### src/rtl/uart_pkg.sv
`default_nettype none
// ============================================================================
// Module   : uart_pkg
// Brief    : Shared types and register map for the memory-mapped UART TX.
// Revision : 1.0 - initial release
// ============================================================================
package uart_pkg;

  typedef enum logic [2:0] {
    IDLE   = 3'd0,
    START  = 3'd1,
    DATA   = 3'd2,
    PARITY = 3'd3,
    STOP   = 3'd4
  } uart_state_t;

  localparam logic [7:0] TXDATA_OFS = 8'h00;
  localparam logic [7:0] STATUS_OFS = 8'h08;
  localparam logic [7:0] DIV_OFS    = 8'h10;

  // Three 8-byte registers make up the decoded window.
  localparam int unsigned c_window_bytes = 24;

  // A bit period below two cycles cannot be timed by the wrap counter.
  function automatic logic [13:0] clamp_div(input logic [13:0] d);
    return (d < 14'd2) ? 14'd2 : d;
  endfunction

endpackage
`default_nettype wire

### src/rtl/sync_fifo.sv
`default_nettype none
// ============================================================================
// Module   : sync_fifo
// Brief    : Single-clock FIFO with show-ahead read port and occupancy count.
// Revision : 1.0 - initial release
// ============================================================================
module sync_fifo #(
  parameter int WIDTH = 8,
  parameter int DEPTH = 16
) (
  input  logic                     clk,
  input  logic                     reset,
  input  logic                     push,
  input  logic [WIDTH-1:0]         push_data,
  input  logic                     pop,
  output logic [WIDTH-1:0]         pop_data,
  output logic                     full,
  output logic                     empty,
  output logic [$clog2(DEPTH):0]   count
);

  localparam int AW = $clog2(DEPTH);
  localparam logic [AW:0] c_full_count = (AW+1)'(DEPTH);

  logic [WIDTH-1:0] r_mem [DEPTH];
  logic [AW-1:0]    r_wr_ptr;
  logic [AW-1:0]    r_rd_ptr;
  logic [AW:0]      r_count;
  logic             w_do_push;
  logic             w_do_pop;

  // A pop in the same cycle frees the slot a full-FIFO push needs.
  assign w_do_pop  = pop && (r_count != '0);
  assign w_do_push = push && ((r_count != c_full_count) || w_do_pop);

  always_ff @(posedge clk or negedge reset) begin
    if (!reset) begin
      r_wr_ptr <= '0;
      r_rd_ptr <= '0;
      r_count  <= '0;
    end else begin
      if (w_do_push) r_wr_ptr <= r_wr_ptr + AW'(1);
      if (w_do_pop)  r_rd_ptr <= r_rd_ptr + AW'(1);
      case ({w_do_push, w_do_pop})
        2'b10:   r_count <= r_count + (AW+1)'(1);
        2'b01:   r_count <= r_count - (AW+1)'(1);
        default: r_count <= r_count;
      endcase
    end
  end

  always_ff @(posedge clk) begin
    if (w_do_push) r_mem[r_wr_ptr] <= push_data;
  end

  assign pop_data = r_mem[r_rd_ptr];
  assign full     = (r_count == c_full_count);
  assign empty    = (r_count == '0);
  assign count    = r_count;

endmodule
`default_nettype wire

### src/rtl/uart_tx_mmio.sv
`default_nettype none
// ============================================================================
// Module   : uart_tx_mmio
// Brief    : Memory-mapped UART transmitter with TX FIFO, runtime divisor,
//            configurable framing and a status register.
// Revision : 1.0 - initial release
// ============================================================================
module uart_tx_mmio import uart_pkg::*; #(
  parameter logic [13:0] CLK_DIV    = 14'd10416,
  parameter int          DATA_BITS  = 8,
  parameter logic        PARITY_EN  = 1'b0,
  parameter logic        PARITY_ODD = 1'b0,
  parameter int          STOP_BITS  = 1,
  parameter int          FIFO_DEPTH = 16,
  parameter logic [63:0] BASE_ADDR  = 64'h0000_0000_1000_0000
) (
  input  logic        clk,
  input  logic        reset,
  input  logic        valid,
  input  logic [63:0] addr,
  input  logic        wvalid,
  input  logic [7:0]  size,
  input  logic [63:0] wdata,
  output logic [63:0] rdata,
  output logic        ready,
  output logic        last,
  output logic        tx,
  output logic        busy
);

  localparam int AW = $clog2(FIFO_DEPTH);
  localparam logic [2:0] c_last_data = 3'(DATA_BITS - 1);
  localparam logic [2:0] c_last_stop = 3'(STOP_BITS - 1);
  localparam logic [7:0] c_data_mask = 8'((1 << DATA_BITS) - 1);

  // Register decode
  logic [63:0] w_offset;
  logic        w_in_win;
  logic        w_sel_tx;
  logic        w_sel_stat;
  logic        w_sel_div;
  logic        w_push;
  logic [7:0]  w_push_byte;
  logic        w_unused_size;

  // FIFO
  logic        w_pop;
  logic [7:0]  w_fifo_data;
  logic        w_fifo_full;
  logic        w_fifo_empty;
  logic [AW:0] w_fifo_count;

  // Divisor and FSM datapath
  logic [13:0] r_div;
  uart_state_t r_state,     w_state_nxt;
  logic [7:0]  r_shift,     w_shift_nxt;
  logic [13:0] r_div_lat,   w_div_lat_nxt;
  logic [13:0] r_timer,     w_timer_nxt;
  logic [2:0]  r_bit_cnt,   w_bit_cnt_nxt;
  logic        r_par,       w_par_nxt;
  logic        w_load;
  logic        w_bit_end;
  logic        w_par_new;
  logic        w_line_idle;

  assign w_unused_size = ^size;

  assign w_offset   = addr - BASE_ADDR;
  assign w_in_win   = (w_offset < 64'(c_window_bytes));
  assign w_sel_tx   = w_in_win && (w_offset[4:3] == TXDATA_OFS[4:3]);
  assign w_sel_stat = w_in_win && (w_offset[4:3] == STATUS_OFS[4:3]);
  assign w_sel_div  = w_in_win && (w_offset[4:3] == DIV_OFS[4:3]);

  // A full-FIFO TXDATA write stalls until the FSM pops a slot this cycle.
  assign ready       = !(valid && wvalid && w_sel_tx && w_fifo_full && !w_pop);
  assign last        = ready;
  assign w_push      = valid && wvalid && w_sel_tx && ready;
  assign w_push_byte = wdata[{addr[2:0], 3'b000} +: 8];

  always_comb begin
    rdata = '0;
    if (w_sel_stat) begin
      rdata[15:0] = {8'(w_fifo_count), 5'b0, w_line_idle, w_fifo_full, w_fifo_empty};
    end else if (w_sel_div) begin
      rdata[13:0] = r_div;
    end
  end

  always_ff @(posedge clk or negedge reset) begin
    if (!reset) begin
      r_div <= CLK_DIV;
    end else if (valid && wvalid && w_sel_div) begin
      r_div <= clamp_div(wdata[13:0]);
    end
  end

  sync_fifo #(
    .WIDTH (8),
    .DEPTH (FIFO_DEPTH)
  ) u_fifo (
    .clk       (clk),
    .reset     (reset),
    .push      (w_push),
    .push_data (w_push_byte),
    .pop       (w_pop),
    .pop_data  (w_fifo_data),
    .full      (w_fifo_full),
    .empty     (w_fifo_empty),
    .count     (w_fifo_count)
  );

  assign w_bit_end = (r_timer == (r_div_lat - 14'd1));
  assign w_par_new = (^(w_fifo_data & c_data_mask)) ^ PARITY_ODD;

  always_ff @(posedge clk or negedge reset) begin
    if (!reset) begin
      r_state   <= IDLE;
      r_shift   <= '0;
      r_div_lat <= CLK_DIV;
      r_timer   <= '0;
      r_bit_cnt <= '0;
      r_par     <= 1'b0;
    end else begin
      r_state   <= w_state_nxt;
      r_shift   <= w_shift_nxt;
      r_div_lat <= w_div_lat_nxt;
      r_timer   <= w_timer_nxt;
      r_bit_cnt <= w_bit_cnt_nxt;
      r_par     <= w_par_nxt;
    end
  end

  always_comb begin
    w_state_nxt   = r_state;
    w_shift_nxt   = r_shift;
    w_div_lat_nxt = r_div_lat;
    w_bit_cnt_nxt = r_bit_cnt;
    w_par_nxt     = r_par;
    w_timer_nxt   = w_bit_end ? 14'd0 : (r_timer + 14'd1);
    w_load        = 1'b0;
    w_pop         = 1'b0;

    unique case (r_state)
      IDLE: begin
        w_timer_nxt = '0;
        if (!w_fifo_empty) w_load = 1'b1;
      end
      START: begin
        if (w_bit_end) begin
          w_state_nxt   = DATA;
          w_bit_cnt_nxt = '0;
        end
      end
      DATA: begin
        if (w_bit_end) begin
          w_shift_nxt = {1'b0, r_shift[7:1]};
          if (r_bit_cnt == c_last_data) begin
            w_state_nxt   = PARITY_EN ? PARITY : STOP;
            w_bit_cnt_nxt = '0;
          end else begin
            w_bit_cnt_nxt = r_bit_cnt + 3'd1;
          end
        end
      end
      PARITY: begin
        if (w_bit_end) begin
          w_state_nxt   = STOP;
          w_bit_cnt_nxt = '0;
        end
      end
      STOP: begin
        if (w_bit_end) begin
          if (r_bit_cnt == c_last_stop) begin
            if (!w_fifo_empty) w_load = 1'b1;
            else               w_state_nxt = IDLE;
          end else begin
            w_bit_cnt_nxt = r_bit_cnt + 3'd1;
          end
        end
      end
      default: w_state_nxt = IDLE;
    endcase

    // The divisor is sampled only here, so mid-frame writes wait for the next START.
    if (w_load) begin
      w_pop         = 1'b1;
      w_state_nxt   = START;
      w_shift_nxt   = w_fifo_data;
      w_div_lat_nxt = r_div;
      w_par_nxt     = w_par_new;
      w_timer_nxt   = '0;
    end
  end

  always_comb begin
    tx = 1'b1;
    unique case (r_state)
      START:   tx = 1'b0;
      DATA:    tx = r_shift[0];
      PARITY:  tx = r_par;
      default: tx = 1'b1;
    endcase
  end

  assign w_line_idle = (r_state == IDLE);
  assign busy        = !w_fifo_empty || !w_line_idle;

endmodule
`default_nettype wire

### config.mk
export PLATFORM = sky130hd
export DESIGN_NAME = uart_tx_mmio
export DESIGN_NICKNAME = d
export VERILOG_FILES = /design/src/rtl/uart_pkg.sv /design/src/rtl/sync_fifo.sv /design/src/rtl/uart_tx_mmio.sv
export SDC_FILE = /design/constraint.sdc
export NUM_CORES = 1
export LEC_CHECK = 0
export ABC_AREA = 1
export CAP_MARGIN = 5
export CORE_AREA = 2 2 145 147
export DETAILED_ROUTE_END_ITERATION = 10
export DIE_AREA = 0 0 147 149
export PLACE_DENSITY = 0.86
export SYNTH_ARGS = -nofsm -noshare
export SYNTH_HDL_FRONTEND = slang
export SYNTH_SLANG_ARGS = --single-unit
### constraint.sdc
create_clock -name clk -period 10.1 [get_ports clk]
set_input_delay 2.525 -clock clk [delete_from_list [all_inputs] [get_ports clk]]
set_output_delay 2.525 -clock clk [all_outputs]
set_load 0.005 [all_outputs]
==> reports/summary.txt, run 1 <==
Layout fillers = 1675
Post-synth EDFFs = 128
clk root buf = clkbuf_16
Fmax achieved = 120 MHz
Post-Route WL = 31.6 mm
via count = 10300
Initial Util = 56.3%
clk sinks = 198
CTS Hold Buffers Added = 0
asr flop ratio synth = 35.4%
worst path bufs/invs = 2
worst skew pair latency = 0.44 ns
CP required = 7.58 ns
port buffer count = 149
Netlist Area Pre-Place = 11600 µm²
routed len/inst = 17.2 µm
die area = 21900 µm²
most common cell after layout, fill and taps aside = nand2_1
Peak VDD IR = 0.132 mV
grt total ovfl = 0
slowest stage delay, CP = 0.55 ns
Crit path max-delay family = simple AND/OR/NAND/NOR gates
number of max-cap violations = 0
routability cong. = 0.992
Crit Path Class = in2out
Clk pwr share = 38.1%
post-CTS resize count = 0
first-pass GRT wire length = 49.9 mm
hold crit path type = reg2reg
Slew HR = 26.1%
Rows = 53
CP cell instances = clkdlybuf4s50_1, nor2_2, nand3_2, nor2_1, nand2_1, nand2_1, nand3_1, nor3_1, nand4_1, nor2_4, nand3_1, o22ai_1, clkdlybuf4s50_1
Starting DRT DRC Count = 1115
area grow syn2layout = 18.0%
Final Hold Vio Count = 0
multi-input combinational cell area = 5120 µm²
Die Wd = 147 µm
slowest CP cell = clkdlybuf4s50_1
yosys warns = 0
Reg clk slew, reported paths = 0.06 ns
Die H = 149 µm
drt pass-1 iters = 5
diodes inserted = 0
sw frac = 22.6%
number of global-route vias before repair = 9772
Final HPWL DP = 23.4 mm
DRC violations left = 0
nets = 1706
area post-placement = 13100 µm²
vias per cell = 5.58
design area = 13600 µm²
Final Max Slew Viols = 0
RSZ-0062 raised after global routing = no
final worst-path cycle share = 82.2%
CTS tree = yes
sequential share of power = 53.0%
startpoint types = input port
layout cells sized above 1 = 6.20%
Gate power share = 8.9%
Internal = 1.28 mW
register area = 5610 µm²
initial antenna violation count = 0
Synth Flop Type = edfxtp_1
#FFs+latches synth = 198
Final Critical Period = 8.31 ns
syn_area_per_cell = 8.18 µm²
Psw = 373 µW
H-tree Lvls = 4
CTS Buf Count = 17
Total GRT Usage = 29.4%
Power Density = 121 nW/µm²
Clock Path Buffers = 2
Cells after Synth = 1415
Slew @ Worst Pin = 1.10 ns
post-route setup TNS = 0 ns
most frequent cells in the layout = nand2_1 (294), nor2_1 (264), clkdlybuf4s50_1 (148), edfxtp_1 (128)
outcome = finished, final reports clean
worst-path fanout max = 8
clock skew = 0.00706 ns
Core Box Area = 20600 µm²
Yosys cell types = 44
setup bufs post-CTS = 0
CP endpoint kind = output pin
Setup Viol. Count Final = 0
remaining antenna violation count after routing = 0
Seq/Total Area, Yosys = 48.5%
crit path DAT = 5.78 ns
IO Count = 208
pin count of the biggest net entering global routing = 84
Lkg Pwr = 5.47 nW
## power groups by stage
stage                     logic (mW)  clock network (mW)  registers (mW)
after floorplan               0.0640                   0           0.892
after global placement         0.142                   0           0.891
after detailed placement       0.145                   0           0.892
after CTS                      0.145               0.631           0.875
after global routing           0.159               0.664           0.874
final                          0.146               0.629           0.875
## stage by stage
| stage | utilization [%] | cells | worst slack, ns | power (mW) | hold WS (ns) |
|---|---|---|---|---|---|
| finish | 66.4 | 1839 | 1.79 | 1.65 | 0.488 |
| global route | 66.4 | 1839 | 1.69 | 1.70 | 0.506 |
| CTS | 66.4 | 1839 | 1.82 | 1.65 | 0.488 |
| detailed placement | 63.8 | 1807 | 1.81 | 1.04 | 0.478 |
| global placement | 63.8 | 1807 | 1.84 | 1.03 | 0.467 |
| floorplan | - | 1464 | 3.50 | 0.956 | 0.449 |
## state kept, by name (all words and copies together), names as in the netlist
| register | flops |
|---|---|
| u_fifo.r_wr_ptr | 4 |
| u_fifo.r_rd_ptr | 4 |
| u_fifo.r_mem | 128 |
| r_bit_cnt | 3 |
| r_timer | 14 |
| r_div_lat | 14 |
| r_shift | 8 |
| r_par | 1 |
| u_fifo.count | 5 |
| r_div | 14 |
| r_state | 3 |
## kinds of logic after synthesis
group	share of synthesized area, %
simple gates	27.0
compound gates	11.6
buf+inv	9.02
flops	48.5
xor+xnor	2.27
fa+ha+maj	1.69
other cells	0.0324
## final cells by class
| type | count | area share (%) |
|---|---|---|
| clock buffers | 19 | 3.17 |
| multi-input cells | 1050 | 37.5 |
| inverters | 124 | 3.41 |
| flip-flops and latches | 198 | 41.1 |
| repair buffers | 160 | 11.5 |
| well taps | 275 | 2.52 |
| clock inverters | 13 | 0.779 |
## cells in the mapped netlist, types with 14 or more instances
cell type	count	share of area, %
edfxtp_1	128	33
nand4_1	19	1.0
o211ai_1	24	1.6
o22ai_1	24	1.3
o21ai_0	117	5.1
clkbuf_1	29	0.94
a31oi_1	15	0.81
nor2_1	264	8.6
inv_1	117	3.8
nand3_1	58	2.5
nand3b_1	14	0.91
nor3_1	22	0.95
ha_1	14	1.5
nand2_1	294	9.5
a21oi_1	21	0.91
dfrtp_1	60	13
buf_4	52	3.4
xor2_1	19	1.4
## metal layers
metal  wire length, µm  share of wire [%]  up-vias  track usage (%)
met3              2360                7.4       62             5.08
met1             12300                 39     4762             36.8
li1                  -                  -     4932                -
met5                 0                  0        -                0
met4               988                3.1        0             11.0
met2             15900                 50      507             51.4
## worst register-to-register path, stage by stage (launching register included)
cell and delay [ns]:
dfrtp_1 0.40, inv_1 0.11, ha_1 0.22, nand2_1 0.12, nor2_1 0.21, nand2_1 0.13, nand3_1 0.10, nand2_1 0.08
nor2_1 0.11, nand3_1 0.12, nor2_4 0.38, nand3_2 0.18, nand2_2 0.53, ha_1 0.41, ha_1 0.32, a21oi_1 0.16
nor2_1 0.05, nor2_1 0.08, inv_1 0.06, a21oi_1 0.14, o21ai_0 0.13, xor2_1 0.16
## path summary, 6_finish.rpt
path,from,end,slack (ns),depth (start not counted)
min reg2reg,r_div_lat[13],r_div_lat[13],0.49,2
max,addr[31],rdata[12],1.79,13
max reg2reg,r_div_lat[0],u_fifo.count[4],5.78,21
min,r_div_lat[13],r_div_lat[13],0.49,2
max in group asynchronous,reset,u_fifo.r_rd_ptr[0],7.19,2
min in group asynchronous,reset,r_div[3],2.29,2
Note: power is estimated with default switching activity, not from simulation.
==> run 2: changes to the inputs <==
Settings changed: CORE_AREA 2 2 145 147 to 2 2 150 152, DIE_AREA 0 0 147 149 to 0 0 152 154, PLACE_DENSITY 0.86 to 0.81.
Clock period 10.1 ns to 8.3 ns, I/O delays scaled along.
==> reports/summary.txt, run 2 (same netlist as run 1, synthesis figures left out) <==
first-pass GRT wire length = 48.7 mm (-2.4%)
setup bufs post-CTS = 0 (unchanged)
worst path bufs/invs = 2 (unchanged)
Starting DRT DRC Count = 936 (-16%)
Core Box Area = 21700 µm² (+5.5%)
number of max-cap violations = 0 (unchanged)
Final HPWL DP = 22.2 mm (-5.2%)
Util after Layout = 63.3% (-3.1 points)
diodes inserted = 0 (unchanged)
Power Density = 151 nW/µm² (+25%)
crit path DAT = 5.28 ns (-0.50 ns)
startpoint types = input port
RSZ-0062 raised after global routing = no
Slew @ Worst Pin = 1.00 ns (-0.105 ns)
Layout fillers = 1786 (+6.6%)
post-CTS resize count = 0 (unchanged)
layout cells sized above 1 = 6.58% (+0.38 points)
pin count of the biggest net entering global routing = 84 (unchanged)
worst skew pair latency = 0.45 ns (about the same)
Crit path max-delay family = simple AND/OR/NAND/NOR gates
Final Max Slew Viols = 0 (unchanged)
CTS tree = yes
Rows = 54 (+1.9%)
routability cong. = 0.950 (-4.2%)
CP required = 6.23 ns (-1.35 ns)
area post-placement = 13100 µm² (about the same)
max FFs per register = 128 (unchanged)
area grow syn2layout = 18.7%
slowest CP cell = clkdlybuf4s50_1
port buffer count = 149 (unchanged)
clk sinks = 198 (unchanged)
H-tree Lvls = 4 (unchanged)
worst-path fanout max = 8 (unchanged)
Fmax achieved = 136 MHz
outcome = finished, final reports clean
Lkg Pwr = 5.51 nW (+0.73%)
IO Count = 208 (unchanged)
CP cell instances = clkdlybuf4s50_1, nor2_2, nand3_2, nor2_1, nand3_1, nand2_1, nand3_1, nor2_1, nand4_1, nor2_4, nand3_1, o22ai_1, clkdlybuf4s50_1
nets = 1708 (+0.12%)
Initial Util = 53.3% (-2.9 points)
Internal = 1.55 mW (+22%)
slowest stage delay, CP = 0.55 ns (about the same)
CP dominant cell by count = nand3_1
number of global-route vias before repair = 9650 (-1.2%)
post-route setup TNS = 0 ns (unchanged)
die area = 23400 µm² (+6.9%)
CTS Hold Buffers Added = 0 (unchanged)
Final Hold Vio Count = 0 (unchanged)
drt pass-1 iters = 5 (unchanged)
grt total ovfl = 0 (unchanged)
Clock Path Buffers = 2 (unchanged)
vias per cell = 5.47 (-1.9%)
Clk pwr share = 40.2% (+2.1 points)
Setup Viol. Count Final = 0 (unchanged)
remaining antenna violation count after routing = 0 (unchanged)
Slew HR = 33.1% (+7.0 points)
Reg clk slew, reported paths = 0.08 ns (+0.02 ns)
CTS Buf Count = 17 (unchanged)
design area = 13700 µm² (+0.59%)
Post-Route WL = 30.3 mm (-4.1%)
clock skew = 0.0116 ns (+0.00456 ns)
Total GRT Usage = 26.0% (-3.3 points)
most common cell after layout, fill and taps aside = nand2_1
Gate power share = 8.4% (-0.5 points)
Crit Path Class = in2out
initial antenna violation count = 0 (unchanged)
Psw = 518 µW (+39%)
Final Critical Period = 7.35 ns
hold_ws = 0.492 ns (+0.00326 ns)
Top reg by flops = u_fifo.r_mem
CP endpoint kind = output pin
Peak VDD IR = 0.119 mV (-9.8%)
sw frac = 25.0% (+2.4 points)
sequential share of power = 51.3% (-1.7 points)
clk root buf = clkbuf_16
via count = 10100 (-1.5%)
hold crit path type = reg2reg
DRC violations left = 0 (unchanged)
routed len/inst = 16.4 µm (-4.4%)
Die Wd = 152 µm (+3.4%)
Die H = 154 µm (+3.4%)
most frequent cells in the layout = nand2_1 (294), nor2_1 (264), clkdlybuf4s50_1 (148), edfxtp_1 (128)
final worst-path cycle share = 88.6%
==> run 2: cell types whose count changed in the layout (fill, tap and decap cells not counted), moves of 2 or more <==
| cell | change |
|---|---|
| clkinv_8 | +4 |
| clkinv_2 | -2 |
| clkinv_1 | -4 |
| inv_12 | +2 |
| inv_8 | +3 |
==> run 2: area by class of cell <==
| type | count | area, µm² | area share, % |
|---|---|---|---|
| Sequential cell | 198 | 5610 | 40.9 |
| Tap cell | 280 | 350 | 2.55 |
| Timing Repair Buffer | 162 | 1580 | 11.5 |
| Multi-Input combinational cell | 1050 | 5110 | 37.3 |
| Clock inverter | 14 | 175 | 1.28 |
| Clock buffer | 18 | 429 | 3.13 |
| Inverter | 124 | 465 | 3.39 |
==> run 2: final timing paths <==
kind,slack (ns),end,start,cells past startpoint
max,0.95,rdata[9],addr[33],13
min,0.49,r_div_lat[13],r_div_lat[13],2
max reg2reg,4.15,u_fifo.count[4],r_div_lat[0],20
min reg2reg,0.49,r_div_lat[13],r_div_lat[13],2
max in group asynchronous,5.85,u_fifo.r_rd_ptr[0],reset,2
min in group asynchronous,1.81,r_div[2],reset,2
==> run 2: power groups by stage <==
stage          Combinational [mW]  Clock [mW]  Sequential (mW)
2_1_floorplan              0.0778           0             1.09
3_3_place_gp                0.171           0             1.08
3_5_place_dp                0.173           0             1.08
4_1_cts                     0.173       0.836             1.06
5_1_grt                     0.190       0.873             1.06
6_report                    0.175       0.834             1.06
==> run 2: routing by layer <==
metal  track usage [%]  routed length (µm)
met1              32.6               12200
met2              45.2               15000
met3              4.23                2280
met4              10.7                 911
met5                 0                   0
==> run 2: tightest hold or removal path: stages (launching register included) <==
cell and delay (ns):
dfstp_2 0.38, nand2_1 0.06, o21ai_1 0.05
==> run 2: metrics by stage <==
stage               std cells  power, mW  setup WS (ns)
floorplan                1464       1.16           2.60
global placement         1813       1.26          0.970
detailed placement       1813       1.26           1.02
CTS                      1845       2.07           1.01
global route             1846       2.13          0.753
finish                   1846       2.07          0.947
